--- src/rtl/eyeriss_pkg.sv ---
// eyeriss_pkg: shared PE mode encoding and scratchpad width helpers
package eyeriss_pkg;
  localparam logic [1:0] MODE_IDLE = 2'b00;
  localparam logic [1:0] MODE_DATA = 2'b01;
  localparam logic [1:0] MODE_MULT = 2'b10;
  localparam logic [1:0] MODE_ACCU = 2'b11;
  function automatic int len_w(input int max_len);
    return $clog2(max_len) + 1;
  endfunction
  function automatic int adr_w(input int max_len);
    return $clog2(max_len);
  endfunction
endpackage

--- src/rtl/eyeriss_win_iter.sv ---
// eyeriss_win_iter: self-wrapping (o,k) window counter, k inner; sum_adr = o+k
// ports: clk/reset, clr/en, k_len/o_len (1..MAX_LEN), o_adr/k_adr/sum_adr, last
module eyeriss_win_iter #(
  parameter int LEN_W = 5,
  parameter int ADR_W = 4
) (
  input  logic             clk,
  input  logic             reset,
  input  logic             clr,
  input  logic             en,
  input  logic [LEN_W-1:0] k_len,
  input  logic [LEN_W-1:0] o_len,
  output logic [ADR_W-1:0] o_adr,
  output logic [ADR_W-1:0] k_adr,
  output logic [ADR_W-1:0] sum_adr,
  output logic             last
);
  logic [LEN_W-1:0] o, k;
  logic k_end, o_end;
  assign k_end   = k == k_len - 1'b1;
  assign o_end   = o == o_len - 1'b1;
  assign last    = k_end && o_end;
  assign o_adr   = o[ADR_W-1:0];
  assign k_adr   = k[ADR_W-1:0];
  assign sum_adr = ADR_W'(o + k);
  always_ff @(posedge clk or posedge reset)
    if (reset) begin
      o <= '0;
      k <= '0;
    end else if (clr) begin
      o <= '0;
      k <= '0;
    end else if (en) begin
      k <= k_end ? '0 : k + 1'b1;
      o <= k_end ? (o_end ? '0 : o + 1'b1) : o;
    end
endmodule

--- src/rtl/eyeriss_pe_ctrl_v2.sv ---
// eyeriss_pe_ctrl_v2: row-stationary PE controller (load, 1-D conv MULT, psum drain)
// ports: cfg_* configuration in IDLE; stall freezes everything; fil/map valid-ready load
// streams with scratchpad we/addr; mac_en/acc_clr/psum_addr drive the MAC; psum_in/psum_out
// handshakes in ACCU; mode/psum_src/busy/done/cfg_err status.
module eyeriss_pe_ctrl_v2 import eyeriss_pkg::*; #(
  parameter int MAX_LEN = 16,
  parameter int CH_W    = 4,
  parameter int LEN_W   = len_w(MAX_LEN),
  parameter int ADR_W   = adr_w(MAX_LEN)
) (
  input  logic             clk,
  input  logic             reset,
  input  logic             cfg_valid,
  input  logic [LEN_W-1:0] cfg_filt_len,
  input  logic [LEN_W-1:0] cfg_map_len,
  input  logic [CH_W-1:0]  cfg_channels,
  input  logic             cfg_psum_src,
  input  logic             stall,
  input  logic             fil_valid,
  output logic             fil_ready,
  input  logic             map_valid,
  output logic             map_ready,
  output logic             fil_we,
  output logic             map_we,
  output logic [ADR_W-1:0] fil_addr,
  output logic [ADR_W-1:0] map_addr,
  output logic [ADR_W-1:0] psum_addr,
  output logic             mac_en,
  output logic             acc_clr,
  input  logic             psum_in_valid,
  output logic             psum_in_ready,
  output logic             psum_out_valid,
  input  logic             psum_out_ready,
  output logic [1:0]       mode,
  output logic             psum_src,
  output logic             busy,
  output logic             done,
  output logic             cfg_err
);
  logic [1:0]       state;
  logic [LEN_W-1:0] f_len, m_len, fcnt, mcnt, nout, k_len;
  logic [CH_W-1:0]  ch_max, channel;
  logic [ADR_W-1:0] o_adr, k_adr, sum_adr;
  logic cfg_bad, load_done, out_fire, it_last, it_en, more_ch;
  assign cfg_bad = cfg_filt_len == '0 || cfg_map_len == '0 || cfg_filt_len > cfg_map_len ||
                   cfg_filt_len > LEN_W'(MAX_LEN) || cfg_map_len > LEN_W'(MAX_LEN);
  assign nout      = m_len - f_len + 1'b1;
  assign load_done = fcnt == f_len && mcnt == m_len;
  assign more_ch   = channel < ch_max;
  assign fil_ready = state == MODE_DATA && !stall && fcnt < f_len;
  assign map_ready = state == MODE_DATA && !stall && mcnt < m_len;
  assign fil_we    = fil_valid && fil_ready;
  assign map_we    = map_valid && map_ready;
  assign mac_en    = state == MODE_MULT && !stall;
  assign acc_clr   = state == MODE_MULT && channel == '0 && k_adr == '0;
  assign psum_out_valid = state == MODE_ACCU && !stall && psum_in_valid;
  assign out_fire       = psum_out_valid && psum_out_ready;
  assign psum_in_ready  = out_fire;
  // ACCU reuses the window counter with a single-tap inner loop so o steps once per fire
  assign k_len     = state == MODE_ACCU ? LEN_W'(1) : f_len;
  assign it_en     = mac_en || out_fire;
  assign done      = out_fire && it_last;
  assign mode      = state;
  assign busy      = state != MODE_IDLE;
  assign fil_addr  = state == MODE_DATA ? fcnt[ADR_W-1:0] : state == MODE_MULT ? k_adr : '0;
  assign map_addr  = state == MODE_DATA ? mcnt[ADR_W-1:0] : state == MODE_MULT ? sum_adr : '0;
  assign psum_addr = state[1] ? o_adr : '0;
  eyeriss_win_iter #(.LEN_W(LEN_W), .ADR_W(ADR_W)) u_iter (
    .clk(clk), .reset(reset), .clr(state == MODE_IDLE), .en(it_en),
    .k_len(k_len), .o_len(nout), .o_adr(o_adr), .k_adr(k_adr), .sum_adr(sum_adr),
    .last(it_last)
  );
  always_ff @(posedge clk or posedge reset)
    if (reset) begin
      state    <= MODE_IDLE;
      f_len    <= '0;
      m_len    <= '0;
      ch_max   <= '0;
      channel  <= '0;
      fcnt     <= '0;
      mcnt     <= '0;
      psum_src <= 1'b0;
      cfg_err  <= 1'b0;
    end else begin
      cfg_err <= 1'b0;
      if (!stall)
        case (state)
          MODE_IDLE: if (cfg_valid) begin
            f_len    <= cfg_filt_len;
            m_len    <= cfg_map_len;
            ch_max   <= cfg_channels;
            psum_src <= cfg_psum_src;
            cfg_err  <= cfg_bad;
            state    <= cfg_bad ? MODE_IDLE : MODE_DATA;
            channel  <= '0;
            fcnt     <= '0;
            mcnt     <= '0;
          end
          MODE_DATA: if (load_done) begin
            state <= MODE_MULT;
            fcnt  <= '0;
            mcnt  <= '0;
          end else begin
            fcnt <= fcnt + LEN_W'(fil_we);
            mcnt <= mcnt + LEN_W'(map_we);
          end
          MODE_MULT: if (it_last) begin
            state   <= more_ch ? MODE_DATA : MODE_ACCU;
            channel <= more_ch ? channel + 1'b1 : channel;
          end
          default: if (done) state <= MODE_IDLE;
        endcase
    end
endmodule

--- config.mk ---
export PLATFORM = sky130hd
export DESIGN_NAME = eyeriss_pe_ctrl_v2
export DESIGN_NICKNAME = d
export VERILOG_FILES = /design/src/rtl/eyeriss_pkg.sv /design/src/rtl/eyeriss_win_iter.sv /design/src/rtl/eyeriss_pe_ctrl_v2.sv
export SDC_FILE = /design/constraint.sdc
export NUM_CORES = 1
export LEC_CHECK = 0
export CAP_MARGIN = 40
export CORE_ASPECT_RATIO = 1.25
export CORE_MARGIN = 10
export CORE_UTILIZATION = 45
export CTS_CLUSTER_DIAMETER = 50
export CTS_CLUSTER_SIZE = 12
export DETAILED_ROUTE_END_ITERATION = 10
export PLACE_DENSITY = 0.75
export SETUP_SLACK_MARGIN = 0.4
export SKIP_LAST_GASP = 1
export SLEW_MARGIN = 5
export SYNTH_ARGS = -nofsm -noshare
export SYNTH_HDL_FRONTEND = slang
export SYNTH_SLANG_ARGS = --single-unit
--- constraint.sdc ---
create_clock -name clk -period 2.5 [get_ports clk]
set_input_delay 0.25 -clock clk [delete_from_list [all_inputs] [get_ports clk]]
set_output_delay 0.25 -clock clk [all_outputs]
set_load 0.005 [all_outputs]
==> results of run 1 <==
-- cell usage after synthesis (3+ instances only) --
library cell	instances
sky130_fd_sc_hd__nand2_1	47
sky130_fd_sc_hd__dfrtp_1	42
sky130_fd_sc_hd__o21ai_0	39
sky130_fd_sc_hd__ha_1	35
sky130_fd_sc_hd__inv_1	33
sky130_fd_sc_hd__nor2_1	21
sky130_fd_sc_hd__a21oi_1	15
sky130_fd_sc_hd__xnor2_1	15
sky130_fd_sc_hd__nand3_1	11
sky130_fd_sc_hd__o22ai_1	8
sky130_fd_sc_hd__xor2_1	8
sky130_fd_sc_hd__clkbuf_1	7
sky130_fd_sc_hd__nand2b_1	7
sky130_fd_sc_hd__nand4_1	7
sky130_fd_sc_hd__a21o_1	6
sky130_fd_sc_hd__and2_1	5
sky130_fd_sc_hd__nor3_1	5
sky130_fd_sc_hd__nor4_1	5
sky130_fd_sc_hd__nor2b_1	4
sky130_fd_sc_hd__a31oi_1	3
sky130_fd_sc_hd__o21a_1	3
-- path summary, 6_finish.rpt --
check | startpoint | endpoint | slack (ns) | depth (start not counted)
setup / recovery | m_len[0] | done | -0.12 | 10
hold / removal | reset | psum_src | 0.39 | 3
setup reg to reg | m_len[0] | channel[3] | -0.05 | 12
hold reg to reg | ch_max[0] | ch_max[0] | 0.49 | 2
max in group asynchronous | reset | mode[0] | 1.69 | 3
min in group clk | cfg_channels[0] | ch_max[0] | 0.46 | 3
-- area by class of cell --
type / instances / area share (%)
inverter: 33 / 2.722
clock buffer: 5 / 1.482
timing repair buffer: 115 / 21.78
multi-input combinational: 278 / 48.41
tap: 87 / 2.345
sequential: 42 / 22.80
clock inverter: 3 / 0.4582
-- cells by family after synthesis --
logic type | Yosys count | synth area share, %
AND/OR/NAND/NOR | 127 | 20.74
AO/OA/AOI/OAI | 90 | 17.83
buffers and inverters | 42 | 5.176
flip-flops | 42 | 33.97
adder cells (fa/ha/maj) | 37 | 15.45
XOR/XNOR | 23 | 6.511
multiplexers | 1 | 0.3235
-- per-stage QoR --
| step | power [mW] | hold slack [ns] | cell area (um2) | setup slack, ns | setup TNS, ns |
|---|---|---|---|---|---|
| 2_1_floorplan | 1.999 | 0.3554 | 3198 | 0.04392 | 0 |
| 3_3_place_gp | 2.485 | 0.4616 | 4006 | -0.1353 | -0.1353 |
| 3_5_place_dp | 2.552 | 0.4743 | 4006 | -0.2125 | -0.4325 |
| 4_1_cts | 3.306 | 0.4102 | 4479 | -0.07801 | -0.1798 |
| 5_1_grt | 3.695 | 0.4421 | 4642 | -0.2254 | -1.682 |
| 6_report | 3.470 | 0.3860 | 4642 | -0.1223 | -0.2147 |
-- metal layers --
metal  GRT usage (%)  up-vias  wire length, um
met3           3.638       32              575
met4           8.122        0              337
met5               0        -                0
li1                -     1485                -
met1           19.59     1596             3955
met2           31.93      125             5196
-- flip-flops by register name (all words and copies together) (netlist names), 2 cells and up --
register and count:
mode 2, channel 4, f_len 5, mcnt 5, u_iter.k 5, u_iter.o 5, ch_max 4, fcnt 5
m_len 5
-- report_power, final --
group          switching, mW  total (mW)  internal, mW
clock                  0.268       0.464         0.197
sequential             0.188        1.04         0.856
combinational          0.961        1.96          1.00
-- worst register-to-register path, cell delays in order (launching register included) --
cell and delay (ns):
sky130_fd_sc_hd__dfrtp_1 0.42, sky130_fd_sc_hd__inv_2 0.10, sky130_fd_sc_hd__ha_4 0.14, sky130_fd_sc_hd__inv_2 0.04
sky130_fd_sc_hd__fa_2 0.35, sky130_fd_sc_hd__a21o_1 0.18, sky130_fd_sc_hd__a21oi_2 0.17, sky130_fd_sc_hd__xnor2_2 0.10
sky130_fd_sc_hd__nor3_4 0.21, sky130_fd_sc_hd__buf_6 0.14, sky130_fd_sc_hd__a41oi_4 0.15, sky130_fd_sc_hd__or3_4 0.36
sky130_fd_sc_hd__a21oi_2 0.13
-- what timing repair did --
item	in CTS	in global routing
gates cloned	0	0
pin swaps	31	12
gates resized for setup	91	34
endpoints found under the setup margin	40	39
setup buffers	26	7
==> results.cfg, run 1 <==
[min_path]
worst_hold_path_type = input port to async pin

[logic_synthesis]
ys_ff_latch = 42
mean_instance_size_in_the_synthesized_netlist_um2 = 8.548
synth.lib_cells_used.distinct = 46
postSynth.topFlopCell = sky130_fd_sc_hd__dfrtp_1
synthesis.yosys.warnings = 0
mappedNetlistNets = 422
synth-seq-area-share_pct = 33.97
synth_top_cell_by_area = sky130_fd_sc_hd__dfrtp_1
postSynth.asyncResetShare_pct = 100.0
synth_top_area_share_pct = 33.97
postSynthCellCount = 362
synth.area.top_cells = sky130_fd_sc_hd__dfrtp_1 34%, sky130_fd_sc_hd__ha_1 14%, sky130_fd_sc_hd__o21ai_0 6.3%, sky130_fd_sc_hd__nand2_1 5.7%, sky130_fd_sc_hd__xnor2_1 4.2%
syn_area_um2 = 3094
synth-edff-count = 0

[floorplan]
rows = 33
ioPinCount = 49
die_w_um = 94.17
chipHeight_um = 112.7
design.core.area_um2 = 6606
design.die.area_um2 = 10610
start_util_pct = 46.84

[finish]
final_common_cell = sky130_fd_sc_hd__buf_4
finalNonFillerCells = 563
layout.filler_cells = 483
antenna-diode-count = 0
multiInputGateArea_um2 = 2247
layout-drive-gt1-share_pct = 32.77
final_cell_mix = 57 x sky130_fd_sc_hd__buf_4, 44 x sky130_fd_sc_hd__nand2_1, 36 x sky130_fd_sc_hd__dfrtp_1, 32 x sky130_fd_sc_hd__clkdlybuf4s50_1, 27 x sky130_fd_sc_hd__inv_1
final_core_util_pct = 70.27
flow.area_growth_from_synthesis_pct = 50.02
total_area_of_sequential_cells_um2 = 1059
final_net_count = 535

[sta]
layout_setup_ws_ns = -0.1223
post_route_clock_period_utilization_pct = 104.9
remaining_max_slew_budget_at_the_tightest_pin_pct = 62.34
tightestPinTransition_ns = 0.5649
fin_crit_ns = 2.622
timing_hold_violations_final = 0
report.final.setup_viol = 5
fmax_ghz = 0.3813
clock-skew-final_ns = 0.008013
setup_repair_after_global_routing_missed_its_margin = yes
timing.final.max_slew_violations = 0

[detailed_routing]
wirelength_um = 10070
ant_nets = 0
route.detailed.wl_per_inst_um = 17.88
detailed_route_drc_error_count = 0
initialDrtViolationCount = 284
avgViaCountPerCell = 5.751
drt_pre_antenna_iters = 4
routed-via-count = 3238

[power_and_ir_drop]
power_leakage_nw = 2.158
cellPowerDensity_nw_per_um2 = 747.5
max-vdd-ir-drop_mv = 0.3893

[global_routing]
antenna_found_initial = 0
globalRouteTotalUtil_pct = 17.90
grt_start_max_net_pins = 43
grt_first_pass_wirelength_um = 15590
grt-ovfl-total = 0
first_global_vias = 3300

[clock_tree]
numCtsBuffers = 5
tritoncts_num_sinks = 42
clock_tree.buffer_depth = 2
clkLatencyLatePin_ns = 0.31
cts_h_tree_depth = 2
cts_hold_buffers = 0
clock_tree_from_tritoncts = done
clk_pin_slew_worst_paths_ns = 0.09
cts_root_buffer = sky130_fd_sc_hd__clkbuf_8

[worst_setup_path]
crit_path_top_delay_cell = sky130_fd_sc_hd__dfrtp_1
worst_ep_required_time_ns = 2.25
critical-path-max-stage-delay_ns = 0.42
worst_ep_arrival_time_ns = 2.37
ws_path_type = register to output port
timing.critical_path.max_delay_family = adder cells
critPathLaunchType = register
timing.critical_path.fanout_max = 2
timing.critical_path.mode_cell = sky130_fd_sc_hd__inv_2
critPathCaptureType = output port
worst_path_buf_inv = 3
crit_chain = inv_2, ha_4, inv_2, fa_2, a21o_1, a21oi_2, xnor2_2, nor3_4, and4_4, buf_2

[place]
detailedPlacementHpwl_um = 6965
io_buffers = 48
dp_cells = 522
finalWeightedCongestion = 0.9194

[run_status]
run_status = finished, violations left
failed_checks = setup timing

[job]
drv.max_cap_violation_count = 0
No activity file was read; power rests on OpenSTA's default activity.
==> inputs of run 2 (changes only) <==
--- a/config.mk
+++ b/config.mk
@@ -14,6 +14,7 @@
 export DETAILED_ROUTE_END_ITERATION = 10
 export PLACE_DENSITY = 0.75
 export SETUP_SLACK_MARGIN = 0.4
+export SKIP_CTS_REPAIR_TIMING = 1
 export SKIP_LAST_GASP = 1
 export SLEW_MARGIN = 5
 export SYNTH_ARGS = -nofsm -noshare
==> results.cfg, run 2 (synthesis gave the netlist of run 1 again) <==
[detailed_routing]
avgViaCountPerCell = 5.625
drt_pre_antenna_iters = 4
wirelength_um = 10010
ant_nets = 0
route.detailed.wl_per_inst_um = 17.97
routed-via-count = 3133
detailed_route_drc_error_count = 0
initialDrtViolationCount = 202

[sta]
remaining_max_slew_budget_at_the_tightest_pin_pct = 62.63
final.setup.tns_ns = -0.9182
hold_ws_ns = 0.3842
setup_repair_after_global_routing_missed_its_margin = yes
timing.final.max_slew_violations = 0
timing_hold_violations_final = 0
post_route_clock_period_utilization_pct = 107.2
tightestPinTransition_ns = 0.5605
clock-skew-final_ns = 0.008949
fin_crit_ns = 2.680
fmax_ghz = 0.3731
layout_setup_ws_ns = -0.1804
report.final.setup_viol = 10

[power_and_ir_drop]
power_leakage_nw = 2.186
clockPowerShare_pct = 13.2
totalPowerFinal_mw = 3.501
share_comb_of_total_power_pct = 56.3
power_switching_share_pct = 41.02
cellPowerDensity_nw_per_um2 = 752.1
power_frac_seq_pct = 30.5
internal_power_mw = 2.065
p_switching_mw = 1.436
max-vdd-ir-drop_mv = 0.3996

[job]
drv.max_cap_violation_count = 0

[finish]
final_net_count = 529
final_cell_mix = 56 x sky130_fd_sc_hd__buf_4, 43 x sky130_fd_sc_hd__nand2_1, 35 x sky130_fd_sc_hd__dfrtp_1, 33 x sky130_fd_sc_hd__clkdlybuf4s50_1, 27 x sky130_fd_sc_hd__inv_1
final_common_cell = sky130_fd_sc_hd__buf_4
layout-drive-gt1-share_pct = 32.55
finalNonFillerCells = 557
antenna-diode-count = 0
flow.area_growth_from_synthesis_pct = 50.42

[global_routing]
grt_first_pass_wirelength_um = 14320
grt-ovfl-total = 0
first_global_vias = 3038
grt_start_max_net_pins = 43
antenna_found_initial = 0
globalRouteTotalUtil_pct = 16.41

[worst_setup_path]
timing.critical_path.fanout_max = 5
slack_of_the_worst_reg_to_reg_path_ns = -0.16
crit_path_top_delay_cell = sky130_fd_sc_hd__dfrtp_1
crit_chain = buf_4, ha_1, nor2b_4, o21a_1, o21ai_1, nand2b_1, a2111oi_4, buf_4, and2_4, buf_4, buf_6
worst_ep_required_time_ns = 2.25
timing.reg2reg.worst_path_depth = 15
critPathCaptureType = output port
timing.critical_path.mode_cell = sky130_fd_sc_hd__buf_4
critPathLaunchType = register
ws_path_type = register to output port
worst_ep_arrival_time_ns = 2.43
critical-path-max-stage-delay_ns = 0.42

[place]
dp_cells = 522
io_buffers = 48
post-place-ws_ns = -0.2125
detailedPlacementHpwl_um = 6965
finalWeightedCongestion = 0.9194

[floorplan]
rows = 33
design.core.area_um2 = 6606
ioPinCount = 49
chipHeight_um = 112.7
design.die.area_um2 = 10610
die_w_um = 94.17
start_util_pct = 46.84

[clock_tree]
numCtsBuffers = 5
clkLatencyLatePin_ns = 0.31
tritoncts_num_sinks = 42
clk_pin_slew_worst_paths_ns = 0.09
cts_root_buffer = sky130_fd_sc_hd__clkbuf_8
cts_h_tree_depth = 2
clock_tree.buffer_depth = 2
clock_tree_from_tritoncts = done

[run_status]
failed_checks = setup timing
run_status = finished, violations left

[min_path]
worst_hold_path_type = input port to async pin
[run 2: changes by cell type in the layout (fill, tap and decap cells not counted), moves of 2 or more]
cell	change
sky130_fd_sc_hd__nand3_2	-2
sky130_fd_sc_hd__dlygate4sd2_1	-4
sky130_fd_sc_hd__ha_4	+3
sky130_fd_sc_hd__nand3_4	+2
sky130_fd_sc_hd__dlymetal6s2s_1	+5
sky130_fd_sc_hd__buf_6	-5
sky130_fd_sc_hd__ha_1	-4
[run 2: area by class of cell]
type                            instances  area, um2
Clock buffer                            5      68.82
Clock inverter                          3      21.27
Fill cell                             465       1952
Inverter                               33      126.4
Multi-Input combinational cell        278       2295
Sequential cell                        42       1060
Tap cell                               87      108.9
Timing Repair Buffer                  109      974.7
[run 2: worst paths after layout]
kind	end	startpoint
setup / recovery	fil_we	f_len[0]
hold / removal	ch_max[3]	reset
setup reg to reg	fcnt[4]	f_len[0]
hold reg to reg	ch_max[0]	ch_max[0]
max in group asynchronous	u_iter.o[1]	reset
min in group clk	ch_max[0]	cfg_channels[0]
[run 2: power groups by stage]
stage	sequential (mW)	combinational [mW]	clock (mW)
CTS	1.05	1.50	0.467
finish	1.07	1.97	0.461
global route	1.08	2.13	0.491
floorplan	1.03	0.973	0
detailed placement	1.06	1.49	0
global placement	1.06	1.43	0
[run 2: per-stage QoR]
step | instance area, um2 | util (%)
3_3_place_gp | 4006 | 60.64
3_5_place_dp | 4006 | 60.64
2_1_floorplan | 3198 | -
4_1_cts | 4096 | 62.01
6_report | 4654 | 70.45
5_1_grt | 4654 | 70.45
[run 2: worst max-delay path: cells and delay by family, from the launching register on]
| kind | cells | cell delay (ns) |
|---|---|---|
| AOI/OAI and AO/OA | 3 | 0.68 |
| adders and majority gates | 1 | 0.19 |
| buffers and inverters | 4 | 0.53 |
| DFF | 1 | 0.42 |
| and+or+nand+nor | 3 | 0.30 |
[run 2: per-layer routing]
layer | global-route usage, % | wire, um | vias to the layer above
met5 | 0 | 0 | -
met3 | 3.638 | 561 | 26
met1 | 18.50 | 3946 | 1533
met2 | 28.67 | 5198 | 103
met4 | 6.904 | 303 | 0
li1 | - | - | 1471
==> RTL edit 1: new RTL, settings of run 1 <==
`CH_W`: 4 -> 6.
--- a/src/rtl/eyeriss_pe_ctrl_v2.sv
+++ b/src/rtl/eyeriss_pe_ctrl_v2.sv
@@ -4,7 +4,7 @@
 // handshakes in ACCU; mode/psum_src/busy/done/cfg_err status.
 module eyeriss_pe_ctrl_v2 import eyeriss_pkg::*; #(
   parameter int MAX_LEN = 16,
-  parameter int CH_W    = 4,
+  parameter int CH_W    = 6,
   parameter int LEN_W   = len_w(MAX_LEN),
   parameter int ADR_W   = adr_w(MAX_LEN)
 ) (
Interface: changed (resized cfg_channels); port bits go from 49 to 51. No check against the original RTL was run, so the function may have changed too.
==> RTL edit 1 against run 1 <==
- the run still ends with setup timing left
- wire length increased by 29%
- sequential cell count is 4 higher
- maximum frequency fell by 10%
- cell area grew 17%
- synthesized cell count increased by 12%
- setup slack got worse by 0.29 ns
- count of clock-buffer cells in the layout unchanged
- area after synthesis up 10%
Power is not compared: it rests on default switching activity, and its combinational part moved more than twofold at a synthesized area within 25%.
==> RTL edit 1: results (changes against run 1) <==
Global routing
  • Maximum number of pins on one net before global-route repair: 39 (-9.3%)
  • Met1 Usage GRT: 0.217 (+0.0212)
  • Grt met3 use: 0.0335 (-0.00291)
  • Global Route met2 Usage: 0.334 (+0.0150)
  • Total track usage: 0.190 (+0.0110)
  • First-pass GRT wire length: 18,400 µm (+18%)
  • Vias in the first global route: 3,737 (+13%)

Outcome
  • Status: complete, but fails checks
  • Failing checks: setup timing

Logic synthesis
  • Syn nets: 471 (+12%)
  • Top cells by count, synth: nand2_1 (58), dfrtp_1 (46), o21ai_0 (40)
  • Top post-synthesis cells by area: dfrtp_1 (34%), ha_1 (14%), nand2_1 (6.4%), o21ai_0 (5.9%), inv_1 (4.0%)
  • Distinct cells, synth: 54 (+17%)

Critical path
  • Max incr delay on CP: 0.46 ns (+0.04 ns)
  • Crit Path Max Fanout: 4 (+2)
  • Reg-to-Reg Start: mode[1]
  • Worst Path Arrival: 2.67 ns (+0.30 ns)
  • R2R setup slack: -0.36 ns (-0.31 ns)
  • Worst reg2reg endpoint: channel[4]
  • Top delay family on crit path: simple AND/OR/NAND/NOR gates

Place
  • PortBufs: 50 (+4.2%)
  • Dpl hpwl: 8110 µm (+16%)
  • Post-detailed-placement cell area: 4550 µm² (+14%)
  • Routability Congestion: 0.936 (+1.8%)

Final layout
  • Clock buf/inv share: 0.0172 (-0.00217)
  • Non-clk bufs: 151 (+31%)
  • Signal inverters: 36 (+9.1%)
  • Fraction of area in registers: 0.213 (-0.0148)
  • Fraction of area in multi-input gates: 0.477 (-0.00731)
  • Core Util, Final: 0.740 (+0.0375)
  • Share of cells above drive strength 1: 0.381 (+0.0534)
  • FF+latch count: 46 (+9.5%)

Drt
  • Metal3 WL: 836 µm (+45%)
  • Drt initial violations: 408 (+44%)
  • Via-to-Cell Ratio: 5.94 (+3.3%)
  • M1 WL: 4840 µm (+22%)

STA
  • Endpoints failing setup: 21 (+16)
  • Final setup margin: -0.416 ns (-0.293 ns)

Die
  • Core area: 7360 µm² (+11%)
RTL edit 1: cell types whose count changed after synthesis, moves of 4 or more:
cell      change
nand2_1      +11
o22ai_1       -5
dfrtp_1       +4
mux2i_1       +5
nand3_1       +7
clkbuf_1      +7
nor3_1        +5
RTL edit 1: how the worst max path moves through the flow:
stage,endpoint,depth (start not counted),from
after floorplan,channel[4],10,mode[1]
after global placement,done,9,mode[1]
after detailed placement,done,9,mode[1]
after CTS,channel[0],11,mode[0]
after global routing,done,9,mode[1]
final,done,9,mode[1]
RTL edit 1: stage by stage:
| step | TNS, ns | setup slack (ns) | hold WS [ns] | power, mW |
|---|---|---|---|---|
| 3_5_place_dp | -1.90 | -0.385 | 0.468 | 4.18 |
| 3_3_place_gp | -1.24 | -0.338 | 0.463 | 4.11 |
| 2_1_floorplan | -0.500 | -0.136 | 0.355 | 2.90 |
| 5_1_grt | -5.80 | -0.481 | 0.190 | 6.28 |
| 6_report | -3.44 | -0.416 | 0.168 | 5.98 |
| 4_1_cts | -3.05 | -0.384 | 0.181 | 5.14 |
RTL edit 1: what timing repair did:
action	in CTS	in global routing
setup buffers	29	20
gates resized for setup	92	70
setup endpoints to repair	46	43
pin swaps	41	42
gates cloned	1	0
RTL edit 1: cells by family (layout without fill, tap and decap cells):
group / after synthesis / count (layout) / synth area share
buffers and inverters: 51 / 195 / 0.0584
adders and majority gates: 39 / 39 / 0.148
and+or+nand+nor: 155 / 155 / 0.227
AOI/OAI and AO/OA: 89 / 89 / 0.158
xor gates and xnor gates: 21 / 21 / 0.0540
DFF: 46 / 46 / 0.338
muxes: 6 / 6 / 0.0176
RTL edit 1: where the power goes:
part	internal, mW	switching (mW)	leakage [nW]
Sequential	0.960	0.199	0.579
Combinational	2.15	2.17	1.84
Clock	0.203	0.303	0.0447
Total	3.31	2.67	2.46
==> RTL edit 2: new RTL, config.mk and constraints of run 1 <==
Without the edit above. Add an input register stage for `cfg_valid`, `cfg_filt_len`, `cfg_map_len`, `cfg_channels` and `cfg_psum_src`; this delays them by one clock. The other inputs are not delayed to match.
--- a/src/rtl/eyeriss_pe_ctrl_v2.sv
+++ b/src/rtl/eyeriss_pe_ctrl_v2.sv
@@ -37,13 +37,28 @@
   output logic             done,
   output logic             cfg_err
 );
+
+  logic cfg_valid_q;
+  logic [LEN_W-1:0] cfg_filt_len_q;
+  logic [LEN_W-1:0] cfg_map_len_q;
+  logic [CH_W-1:0] cfg_channels_q;
+  logic cfg_psum_src_q;
+
+  always_ff @(posedge clk) begin
+      cfg_valid_q    <= cfg_valid;
+      cfg_filt_len_q <= cfg_filt_len;
+      cfg_map_len_q  <= cfg_map_len;
+      cfg_channels_q <= cfg_channels;
+      cfg_psum_src_q <= cfg_psum_src;
+  end
+
   logic [1:0]       state;
   logic [LEN_W-1:0] f_len, m_len, fcnt, mcnt, nout, k_len;
   logic [CH_W-1:0]  ch_max, channel;
   logic [ADR_W-1:0] o_adr, k_adr, sum_adr;
   logic cfg_bad, load_done, out_fire, it_last, it_en, more_ch;
-  assign cfg_bad = cfg_filt_len == '0 || cfg_map_len == '0 || cfg_filt_len > cfg_map_len ||
-                   cfg_filt_len > LEN_W'(MAX_LEN) || cfg_map_len > LEN_W'(MAX_LEN);
+  assign cfg_bad = cfg_filt_len_q == '0 || cfg_map_len_q == '0 || cfg_filt_len_q > cfg_map_len_q ||
+                   cfg_filt_len_q > LEN_W'(MAX_LEN) || cfg_map_len_q > LEN_W'(MAX_LEN);
   assign nout      = m_len - f_len + 1'b1;
   assign load_done = fcnt == f_len && mcnt == m_len;
   assign more_ch   = channel < ch_max;
@@ -85,11 +100,11 @@
       cfg_err <= 1'b0;
       if (!stall)
         case (state)
-          MODE_IDLE: if (cfg_valid) begin
-            f_len    <= cfg_filt_len;
-            m_len    <= cfg_map_len;
-            ch_max   <= cfg_channels;
-            psum_src <= cfg_psum_src;
+          MODE_IDLE: if (cfg_valid_q) begin
+            f_len    <= cfg_filt_len_q;
+            m_len    <= cfg_map_len_q;
+            ch_max   <= cfg_channels_q;
+            psum_src <= cfg_psum_src_q;
             cfg_err  <= cfg_bad;
             state    <= cfg_bad ? MODE_IDLE : MODE_DATA;
             channel  <= '0;
Function: changed (a bounded check fails within 4 cycles, from zero or initial values and one cycle with reset high).
==> RTL edit 2 against run 1 <==
- the flow still finishes with violations (setup timing)
- power increased by 47%
- via count increased by 2.9%
- wire length increased by 7.3%
- cell area grew 12%
- sequential share of layout area grew 3.7 points
- register-to-register slack worse by 0.18 ns
- setup slack worse by 0.15 ns
- first-iteration DRC count down 18%
- count of clock-buffer cells in the layout grew 6
- sequential cell count is 16 higher
- area after synthesis is 9.7% higher
- global-route usage grew 0.46 points
- utilization increased by 0.55 points
- die area is 7.8% higher
- largest cell class unchanged
==> RTL edit 2: results (changes against run 1) <==
Critical path
  • Worst Path Arrival: 2.52 ns (+0.15 ns)
  • Slowest-stage cell, CP: dfrtp_2
  • Crit Path Max Fanout: 3 (+1)
  • Top delay family on crit path: simple AND/OR/NAND/NOR gates
  • R2R setup slack: -0.23 ns (-0.18 ns)
  • Worst reg2reg endpoint: channel[0]
  • Reg-to-Reg Start: mode[1]

Final layout
  • Layout Nets: 552 (+3.2%)
  • Clk_buf instances: 11 (+6)
  • Seq. cell area: 1380 µm² (+30%)
  • Multi-input logic area: 2320 µm² (+3.1%)
  • Clock buf/inv share: 0.0324 (+0.0130)
  • Buffer share of cell area: 0.211 (-0.00694)
  • Share of cells above drive strength 1: 0.392 (+0.0646)
  • Number of fill cells: 506 (+4.8%)
  • Non-clk bufs: 120 (+4.3%)
  • Multi-input gate count: 269 (-3.2%)

Place
  • Routability Congestion: 0.910 (-1.0%)
  • Dpl hpwl: 7310 µm (+5.0%)
  • Post-detailed-placement cell area: 4430 µm² (+11%)
  • Cell Count Post-Placement: 542 (+3.8%)

Power and ir drop
  • Lkg Pwr: 2.33 nW (+7.8%)
  • Internal: 3.02 mW (+47%)
  • Part of the power in the clock network: 0.154 (+0.020)
  • Pwr per Cell Area: 977 nW/µm² (+31%)
  • VDD IR max: 623 µV (+60%)
  • Sequential group share of total power: 0.253 (-0.048)

Logic synthesis
  • Sequential cell area fraction in the yosys report: 0.404 (+0.0642)
  • Synthesized area per cell: 9.15 µm² (+7.1%)
  • Distinct cells, synth: 48 (+4.3%)
  • Post-synthesis register bit count: 58 (+38%)
  • Top post-synthesis cells by area: dfrtp_1 (31%), ha_1 (13%), dfxtp_1 (9.4%), o21ai_0 (5.9%), nand2_1 (4.5%)
  • Top cells by count, synth: dfrtp_1 (42), nand2_1 (41), o21ai_0 (40)

STA
  • Clock skew: 0.00852 ns (+0.000509 ns)
  • Worst-margin pin slew: 0.557 ns (-0.00791 ns)
  • Final setup margin: -0.274 ns (-0.152 ns)
  • Endpoints failing setup: 19 (+14)
  • Min Hold Slack: 0.342 ns (-0.0439 ns)

Outcome
  • Failing checks: setup timing
  • Status: complete, but fails checks

Drt
  • Drt initial violations: 233 (-18%)
  • WL met2: 5620 µm (+8.2%)
  • DR WL/cell: 18.3 µm (+2.6%)
  • M1 WL: 4110 µm (+3.8%)
  • Vias: 3,333 (+2.9%)
  • Final WL: 10,800 µm (+7.3%)

Global routing
  • Met1 Usage GRT: 0.190 (-0.00565)
  • Vias in the first global route: 3,482 (+5.5%)
  • Grt met3 use: 0.0411 (+0.00473)
  • Total track usage: 0.184 (+0.00465)
  • Global Route met2 Usage: 0.333 (+0.0138)

Clock tree
  • Worst skew pair latency: 0.34 ns (+0.03 ns)
  • H-tree levels: 3 (+1)
  • CTS clk-pin slew, worst paths: 0.07 ns (-0.02 ns)
  • Postcts setup bufs: 18 (-31%)
  • Post_cts resized: 96 (+5.5%)

Die
  • # Taps: 92 (+5.7%)
RTL edit 2: changes by cell type in the layout (fill, tap and decap cells not counted), sizes merged, moves of 4 or more:
| cell | change |
|---|---|
| dfxtp | +16 |
| clkbuf | +8 |
| nor2 | -8 |
| o22ai | -7 |
| nand2 | -6 |
| nand3 | +6 |
| buf | +5 |
| mux2 | +5 |
| nand2b | -5 |
| o21a | +4 |
RTL edit 2: kinds of logic after synthesis:
kind of cell / count (synthesis) / synth area share
simple gates: 117 / 0.174
compound gates: 87 / 0.155
flops: 58 / 0.404
buf+inv: 44 / 0.0494
fa+ha+maj: 37 / 0.141
xor+xnor: 22 / 0.0567
mux: 6 / 0.0195
RTL edit 2: worst max-delay path by stage:
stage	startpoint	slack (ns)	to	depth (start not counted)
after floorplan	mode[1]	0.05	u_iter.o[4]	9
after global placement	m_len[0]	-0.24	done	11
after detailed placement	m_len[0]	-0.30	done	11
after CTS	f_len[0]	-0.22	done	10
after global routing	mode[0]	-0.41	done	11
final	mode[1]	-0.27	done	10
